===== config.mk =====
export PLATFORM = sky130hd
export DESIGN_NAME = uart_tx_arbiter
export DESIGN_NICKNAME = d
export VERILOG_FILES = /design/src/rtl/uart_ctrl_pkg.sv /design/src/rtl/rr_arbiter.sv /design/src/rtl/uart_tx_arbiter.sv
export SDC_FILE = /design/constraint.sdc
export NUM_CORES = 1
export LEC_CHECK = 0
export ABC_CLOCK_PERIOD_IN_PS = 3680
export BUFFER_PORTS_ARGS = -buffer_cell sky130_fd_sc_hd__buf_4
export CORE_MARGIN = 3
export CORE_UTILIZATION = 58
export DETAILED_ROUTE_END_ITERATION = 8
export GPL_ROUTABILITY_DRIVEN = 0
export GPL_TIMING_DRIVEN = 0
export PLACE_DENSITY = 0.83
export SLEW_MARGIN = 40
export SYNTH_ARGS = -nofsm -noshare
export SYNTH_HDL_FRONTEND = slang
export SYNTH_SLANG_ARGS = --single-unit

===== constraint.sdc =====
create_clock -name sys_clk -period 3.68 [get_ports sys_clk]
set_clock_uncertainty 0.1 [all_clocks]
set_input_delay 0.368 -clock sys_clk [delete_from_list [all_inputs] [get_ports sys_clk]]
set_output_delay 0.368 -clock sys_clk [all_outputs]
set_load 0.02 [all_outputs]

===== src/rtl/uart_ctrl_pkg.sv =====
// Shared types and constants for the UART transmit control path.
// State encoding, frame length and bit-timing helper.
package uart_ctrl_pkg;

    typedef enum logic [1:0] {
        ST_IDLE   = 2'd0,
        ST_LAUNCH = 2'd1,
        ST_BUSY   = 2'd2,
        ST_GAP    = 2'd3
    } state_t;

    localparam int BPF = 10;

    function automatic int cycles_per_bit(input int sys_clk_freq, input int bps);
        return sys_clk_freq / bps;
    endfunction

endpackage


===== src/rtl/rr_arbiter.sv =====
// Combinational round-robin winner select.
// Searches upward from last_grant+1, wrapping modulo NUM_REQ.
module rr_arbiter
    import uart_ctrl_pkg::*;
#(
    parameter int NUM_REQ = 4,
    localparam int IDW = $clog2(NUM_REQ)
) (
    input  logic [NUM_REQ-1:0] req,
    input  logic [IDW-1:0]     last_grant,
    output logic [IDW-1:0]     winner,
    output logic               any_req
);

    int idx;

    // Walk farthest-first so the nearest set bit is the last one written.
    always_comb begin
        winner = '0;
        idx    = 0;
        for (int i = NUM_REQ; i >= 1; i--) begin
            idx = (int'(last_grant) + i) % NUM_REQ;
            if (req[IDW'(idx)])
                winner = IDW'(idx);
        end
    end

    assign any_req = |req;

endmodule


===== src/rtl/uart_tx_arbiter.sv =====
// Round-robin sharing of one 8N1 UART transmitter among NUM_REQ clients.
// Define UART_ARB_TIMEOUT_EN to build the BUSY-state abort counter.
module uart_tx_arbiter
    import uart_ctrl_pkg::*;
#(
    parameter int NUM_REQ        = 4,
    parameter int width          = 8,
    parameter int GAP_CYCLES     = 2,
    parameter int TIMEOUT_CYCLES = 60000,
    localparam int IDW = $clog2(NUM_REQ)
) (
    input  logic                     sys_clk,
    input  logic                     sys_reset_n,
    input  logic [NUM_REQ-1:0]       req_valid,
    input  logic [NUM_REQ*width-1:0] req_data,
    output logic [NUM_REQ-1:0]       req_ready,
    output logic [NUM_REQ-1:0]       req_done,
    output logic                     uart_tx_en,
    output logic [width-1:0]         uart_tx_data,
    input  logic                     uart_tx_done,
    output logic                     busy,
    output logic [IDW-1:0]           grant_id,
    output logic                     timeout_err
);

    state_t state, state_nxt;

    logic [IDW-1:0]     last_grant;
    logic [IDW-1:0]     win;
    logic               any_req;
    logic [31:0]        gap_cnt;
    logic               timeout_hit;
    logic [NUM_REQ-1:0] ready_d;
    logic [NUM_REQ-1:0] done_d;
    logic               en_d;
    logic               terr_d;
    logic               busy_d;
    logic [width-1:0]   data_d;
    logic [IDW-1:0]     gid_d;

    rr_arbiter #(
        .NUM_REQ(NUM_REQ)
    ) u_rr (
        .req        (req_valid),
        .last_grant (last_grant),
        .winner     (win),
        .any_req    (any_req)
    );

`ifdef UART_ARB_TIMEOUT_EN
    logic [31:0] busy_cnt;

    always_ff @(posedge sys_clk or negedge sys_reset_n) begin
        if (!sys_reset_n)
            busy_cnt <= '0;
        else if (state == ST_LAUNCH)
            busy_cnt <= '0;
        else if (state == ST_BUSY)
            busy_cnt <= busy_cnt + 32'd1;
    end

    assign timeout_hit = (state == ST_BUSY) &&
                         (busy_cnt == 32'(TIMEOUT_CYCLES - 1));
`else
    assign timeout_hit = 1'b0;
`endif

    always_ff @(posedge sys_clk or negedge sys_reset_n) begin
        if (!sys_reset_n) begin
            state   <= ST_IDLE;
            gap_cnt <= '0;
        end else begin
            state   <= state_nxt;
            gap_cnt <= (state == ST_GAP) ? gap_cnt + 32'd1 : '0;
        end
    end

    always_comb begin
        state_nxt = state;
        unique case (state)
            ST_IDLE:   if (any_req) state_nxt = ST_LAUNCH;
            ST_LAUNCH: state_nxt = ST_BUSY;
            ST_BUSY:
                if (uart_tx_done || timeout_hit)
                    state_nxt = (GAP_CYCLES > 0) ? ST_GAP : ST_IDLE;
            ST_GAP:
                if (gap_cnt == 32'(GAP_CYCLES - 1))
                    state_nxt = ST_IDLE;
            default:   state_nxt = ST_IDLE;
        endcase
    end

    // Next values for the registered outputs; done takes priority over abort.
    always_comb begin
        ready_d = '0;
        done_d  = '0;
        en_d    = 1'b0;
        terr_d  = 1'b0;
        data_d  = uart_tx_data;
        gid_d   = grant_id;
        busy_d  = (state_nxt != ST_IDLE);
        unique case (state)
            ST_IDLE:
                if (any_req) begin
                    en_d         = 1'b1;
                    gid_d        = win;
                    ready_d[win] = 1'b1;
                    for (int i = 0; i < NUM_REQ; i++)
                        if (win == IDW'(i))
                            data_d = req_data[i*width +: width];
                end
            ST_BUSY:
                if (uart_tx_done)
                    done_d[grant_id] = 1'b1;
                else if (timeout_hit)
                    terr_d = 1'b1;
            default: ;
        endcase
    end

    always_ff @(posedge sys_clk or negedge sys_reset_n) begin
        if (!sys_reset_n) begin
            req_ready    <= '0;
            req_done     <= '0;
            uart_tx_en   <= 1'b0;
            uart_tx_data <= '0;
            busy         <= 1'b0;
            grant_id     <= '0;
            timeout_err  <= 1'b0;
            last_grant   <= IDW'(NUM_REQ - 1);
        end else begin
            req_ready    <= ready_d;
            req_done     <= done_d;
            uart_tx_en   <= en_d;
            uart_tx_data <= data_d;
            busy         <= busy_d;
            grant_id     <= gid_d;
            timeout_err  <= terr_d;
            if (en_d)
                last_grant <= win;
        end
    end

endmodule


== Yosys cells after proc, flatten, opt, wreduce, memory -nomap -nowiden ==
Index checks and enable logic that the tools add are counted.

* Multipliers: 0
* Shifts and indexed selects: 0
* Order comparisons: 8
* $add $sub $neg: 5
* Reductions and logical operators: 9
* Bitwise gates (word level): 0
* Div/mod/pow operators: 0
* Equal/unequal tests: 7
* Mux-type cells: 35

{| class="wikitable"
|+ Operators by type and width
! operator !! number
|-
| adder 32 x 1 -> 32 bit (second input constant) || 1
|-
| == test 32 x 1 -> 1 bit (second input constant) || 1
|-
| two-way mux 32 bit || 1
|-
| two-way mux 8 bit || 4
|-
| less-than comparator 2 x 4 -> 1 bit (second input constant) || 4
|-
| two-way mux 4 bit || 4
|-
| two-way mux 2 bit || 7
|-
| two-way mux 1 bit || 12
|-
| binary-select mux 1 bit (select 2 bit) || 4
|-
| == test 2 bit (second input constant) || 4
|-
| case mux 2 bit (4 select lines) || 1
|-
| less-than comparator 2 x 3 -> 1 bit (second input constant) || 2
|-
| adder 2 x 1 -> 2 bit (second input constant) || 2
|-
| adder 2 bit (second input constant) || 2
|-
| demux 1 bit (select 2 bit) || 2
|-
| == test 2 x 1 -> 1 bit (second input constant) || 2
|-
| greater-or-equal comparator 2 x 1 -> 1 bit (second input constant) || 2
|-
| logical NOT 2 bit || 2
|-
| nonzero test 4 bit || 1
|-
| OR reduction 4 bit || 1
|-
| AND reduction 3 bit || 1
|-
| logical AND 1 bit || 2
|-
| AND reduction 2 bit || 1
|-
| nonzero test 2 bit || 1
|}

* Latch bits: 0
* Logic and storage cells: 73
* Register bits: 56
* Memories kept: 0
* Memory bits (writable): 0
* Bits in read-only memories: 0
* Output and inout bits: 21

== Logic depth before layout (Yosys ltp) ==
* Depth in word-level cells: 14
* Depth in mapped cells: 7
* Mapped depth without buffers: 7

== Hierarchy ==
From an unflattened synthesis, not the netlist that was laid out.

* Cell total of the unflattened synthesis: 294
* Area, all modules: 2,902.8 µm²

{| class="wikitable"
|+ Modules (own cells, without submodules)
! module !! cells each !! seq. area each (µm²) !! times used !! area an instance (µm²)
|-
| uart_tx_arbiter || 280 || 1,403.8 || 1 || 2,811.4
|-
| rr_arbiter || 14 || 0.0 || 1 || 91.3
|}

== Worst setup path before layout ==
OpenSTA, ideal clock, no wires.

* Kind: flip-flop to flip-flop
* Start point: reg gap_cnt[0]
* End point: reg gap_cnt[28]
* Period minus slack after synthesis: 1.874 ns
* Cell stages (with the launch flop): 8
* Path slack: 1.806 ns
* Data arrival time: 1.642 ns
* Setup time: 0.132 ns
* Data required time: 3.448 ns
* Cell sequence: dfrtp_1 -> ha_1 -> and4_1 -> clkbuf_1 -> nand4_2 -> nor4_1 -> xnor2_1 -> nor2_1

* Word-level cells in the longest chain between the ends: 2

{| class="wikitable"
|+ RTL lines
! element !! line !! text
|-
| from (decl) || uart_tx_arbiter.sv:31 || <nowiki>logic [31:0] gap_cnt;</nowiki>
|-
| from (signal assigned) || uart_tx_arbiter.sv:74 || <nowiki>gap_cnt <= (state == ST_GAP) ? gap_cnt + 32'd1 : '0;</nowiki>
|-
| adder 32 x 1 -> 32 bit || uart_tx_arbiter.sv:74 ||
|-
| two-way mux 32 bit || uart_tx_arbiter.sv:74 ||
|}

No other way between the ends.
A chain may end at the register's enable or synchronous reset.

== Worst setup path after layout ==
Ends and elaborated chain as after synthesis.

==> results.sh <==
export IMPL_dr_pass1_iters=4
export IMPL_drc=0
export IMPL_via_per_inst=5.79
export IMPL_synth_nets=318
export IMPL_yosysTopAreaCell="dfrtp_1"
export IMPL_fp_dieArea_um2=5650
export IMPL_seq_area_frac_synth=0.506
export IMPL_outcome="finished with violations"
export IMPL_place_ws_ps=1490
export IMPL_slew_violations=0
export IMPL_worst_setup_path_end_kind="register"
export IMPL_syn_inst=277
export IMPL_use_met1=0.313
export IMPL_initial_core_util=0.621
export IMPL_cp_data_required_time_ps=3760
export IMPL_avgSynthCellArea_um2=10.0
export IMPL_dp_final_hpwl_um=4380
export IMPL_grt_usage=0.224
export IMPL_numCtsBuffers=5
export IMPL_cp_arrival_ps=2330
export IMPL_fin_crit_ps=2250
export IMPL_p_per_area_nw_per_um2=546
export IMPL_max_slew_margin=0.544
export IMPL_yosys_warnings=0
export IMPL_setup_tns_final_ps=0
export IMPL_insertion_delay_ps=310
export IMPL_reg2reg_depth=7
export IMPL_h_tree_depth=2
export IMPL_hp_class="in -> async"
export IMPL_wirelength_um=6190
export IMPL_die_x_um=75.2
export IMPL_die_h_um=75.2
export IMPL_synth_area_um2=2780
export IMPL_p_leak_nw=1.58
export IMPL_port_buffers=58
export IMPL_r2r_end="gap_cnt[28]"
export IMPL_cts_hold_fix_buffers=0
export IMPL_clk_pin_slew_ps=90
export IMPL_n_fill_cell=305
export IMPL_yosysTopAreaCellShare=0.487
export IMPL_grt_max_degree=57
export IMPL_drive_gt1_frac=0.224
export IMPL_stdcell_area_um2=3380
export IMPL_maxCapViolations=0
export IMPL_drtAntennaViolNets=0
export IMPL_r2r_slack_ps=1430
export IMPL_timing_final_ws_setup_ps=1430
export IMPL_fin_crit_sh=0.611
export IMPL_setup_violations_final=0
export IMPL_syn2layout_area_growth_pct=21.9
export IMPL_grt_busiest_layer="met2"
export IMPL_cp_max_fo=10
export IMPL_vdd_drop_max_mv=0.344
export IMPL_root_buffer="clkbuf_8"
export IMPL_holdWs_ps=-17.5
export IMPL_num_antenna_cells=0
export IMPL_post_cts_buffers=0
export IMPL_synth_cell_types=36
export IMPL_timing_rr_start="gap_cnt[0]"
export IMPL_num_nets_final=383
export IMPL_crit_type="reg -> reg"
export IMPL_rsz0062_at_grt="false"
export IMPL_max_freq_mhz=445
export IMPL_critPathLaunchType="register"
export IMPL_hold_violations=9
export IMPL_pin_count=60
export IMPL_clock_sinks=56
export IMPL_synthTopCellsByArea="dfrtp_1 49%, mux2i_1 6.1%, xnor2_1 5.0%, nor2_1 4.6%, xor2_1 3.5%"
export IMPL_drtIter0Drc=158
export IMPL_rows=24
export IMPL_antenna_found_initial=0
export IMPL_grt_pass1_vias=2116
export IMPL_grt_pass1_wl_um=9740
export IMPL_grt_use_met2=0.357
export IMPL_cts_tree="built"
export IMPL_place_area_um2=3280
export IMPL_clockBufferDepth=2
export IMPL_violations="negative hold slack"
export IMPL_core_area_um2=4470
export IMPL_cts_resized=0
export IMPL_total_power_mw=1.85
export IMPL_dr_total_vias=2289
export IMPL_grt_ovfl_total=0
export IMPL_worst_pin_slew_ps=684
export IMPL_grtUsageMet3=0.0401
export IMPL_ys_ff_latch=56
export IMPL_wl_per_cell_um=15.7
==> per-layer routing <==
layer  share of wire  up-vias  wire length, um
li1                -     1112                -
met1            0.44     1114             2700
met2            0.50       51             3120
met3           0.040       12              248
met4           0.020        0              121
met5               0        -                0
==> critical path, cell delays in order (launching register included) <==
cell and delay, ps:
dfrtp_1 450, ha_1 230, and4_1 200, clkbuf_1 270, nand4_2 330, nor4_1 320, xnor2_1 160, nor2_1 60
==> cells by family (layout without fill, tap and decap cells) <==
group                    after synthesis  after routing  share of synthesized area
AND/OR/NAND/NOR                      128            128                      0.246
flip-flops                            56             56                      0.506
XOR/XNOR                              27             27                     0.0852
AO/OA/AOI/OAI                         25             25                     0.0586
buffers and inverters                 21             87                     0.0333
multiplexers                          17             17                     0.0613
adder cells (fa/ha/maj)                2              2                    0.00901
other                                  1              1                    0.00135
==> cell type report <==
type                            count  area (um^2)  share of cell area
Buffer                             14         66.3              0.0196
Clock inverter                      2         35.0              0.0104
Timing Repair Buffer               58          435               0.129
Clock buffer                        6         72.6              0.0214
Sequential cell                    56         1400               0.415
Inverter                            7         26.3             0.00776
Tap cell                           52         65.1              0.0192
Multi-Input combinational cell    200         1280               0.378
==> power breakdown <==
part	switching (mW)	total, mW	internal [mW]
logic	0.382	0.645	0.263
registers	0.0816	0.807	0.726
clock network	0.192	0.394	0.202
==> sequential cells by signal, indices dropped and copies added (netlist names) <==
register and cells:
busy 1, gap_cnt 32, grant_id 2, last_grant 2, req_done 4, req_ready 4
state 2, uart_tx_data 8, uart_tx_en 1
==> through the flow <==
stage           util  instances  hold slack, ps
3_3_place_gp   0.732        387             354
4_1_cts        0.756        395            16.0
5_1_grt        0.756        395            37.8
3_5_place_dp   0.732        387             354
2_1_floorplan      -        277           -27.6
6_report       0.756        395           -17.5
==> placed cells by master (no fill, tap or decap), drive strengths merged <==
cell / synthesis / routed
o31ai: 1 / 1
conb: 1 / 1
nor2b: 3 / 3
buf: 5 / 63
or3: 4 / 4
o21ai: 5 / 5
dfrtp: 54 / 54
mux2i: 17 / 17
nand3: 12 / 12
nand2b: 5 / 5
o221ai: 9 / 9
ha: 2 / 2
inv: 7 / 7
clkbuf: 9 / 15
a31oi: 1 / 1
and4: 4 / 4
or4: 1 / 1
nor4: 15 / 15
nor3: 9 / 9
nor4bb: 1 / 1
clkinv: 0 / 1
xor2: 11 / 11
bufinv: 0 / 1
nor2: 34 / 34
and3: 8 / 8
dfstp: 2 / 2
a21oi: 9 / 9
nand2: 18 / 18
nand4: 11 / 11
or2: 2 / 2
xnor2: 16 / 16
nand3b: 1 / 1
==> Yosys cell counts (all sizes together) <==
master	count
xor2	11
or3	4
nor2	34
nor4bb	1
nand3b	1
o21ai	5
o31ai	1
ha	2
conb	1
clkbuf	9
xnor2	16
buf	5
nor2b	3
o221ai	9
nand2	18
a21oi	9
nor4	15
a31oi	1
dfstp	2
dfrtp	54
nor3	9
nand3	12
mux2i	17
or2	2
nand2b	5
and4	4
inv	7
nand4	11
or4	1
and3	8
==> how the worst max path moves through the flow <==
stage / slack [ps] / startpoint / endpoint
CTS: 1440 / gap_cnt[0] / gap_cnt[28]
global placement: 1510 / gap_cnt[0] / gap_cnt[28]
global route: 1200 / gap_cnt[0] / gap_cnt[28]
finish: 1430 / gap_cnt[0] / gap_cnt[28]
detailed placement: 1490 / gap_cnt[0] / gap_cnt[28]
floorplan: 1810 / gap_cnt[0] / gap_cnt[28]
(Power assumes the default switching activity.)
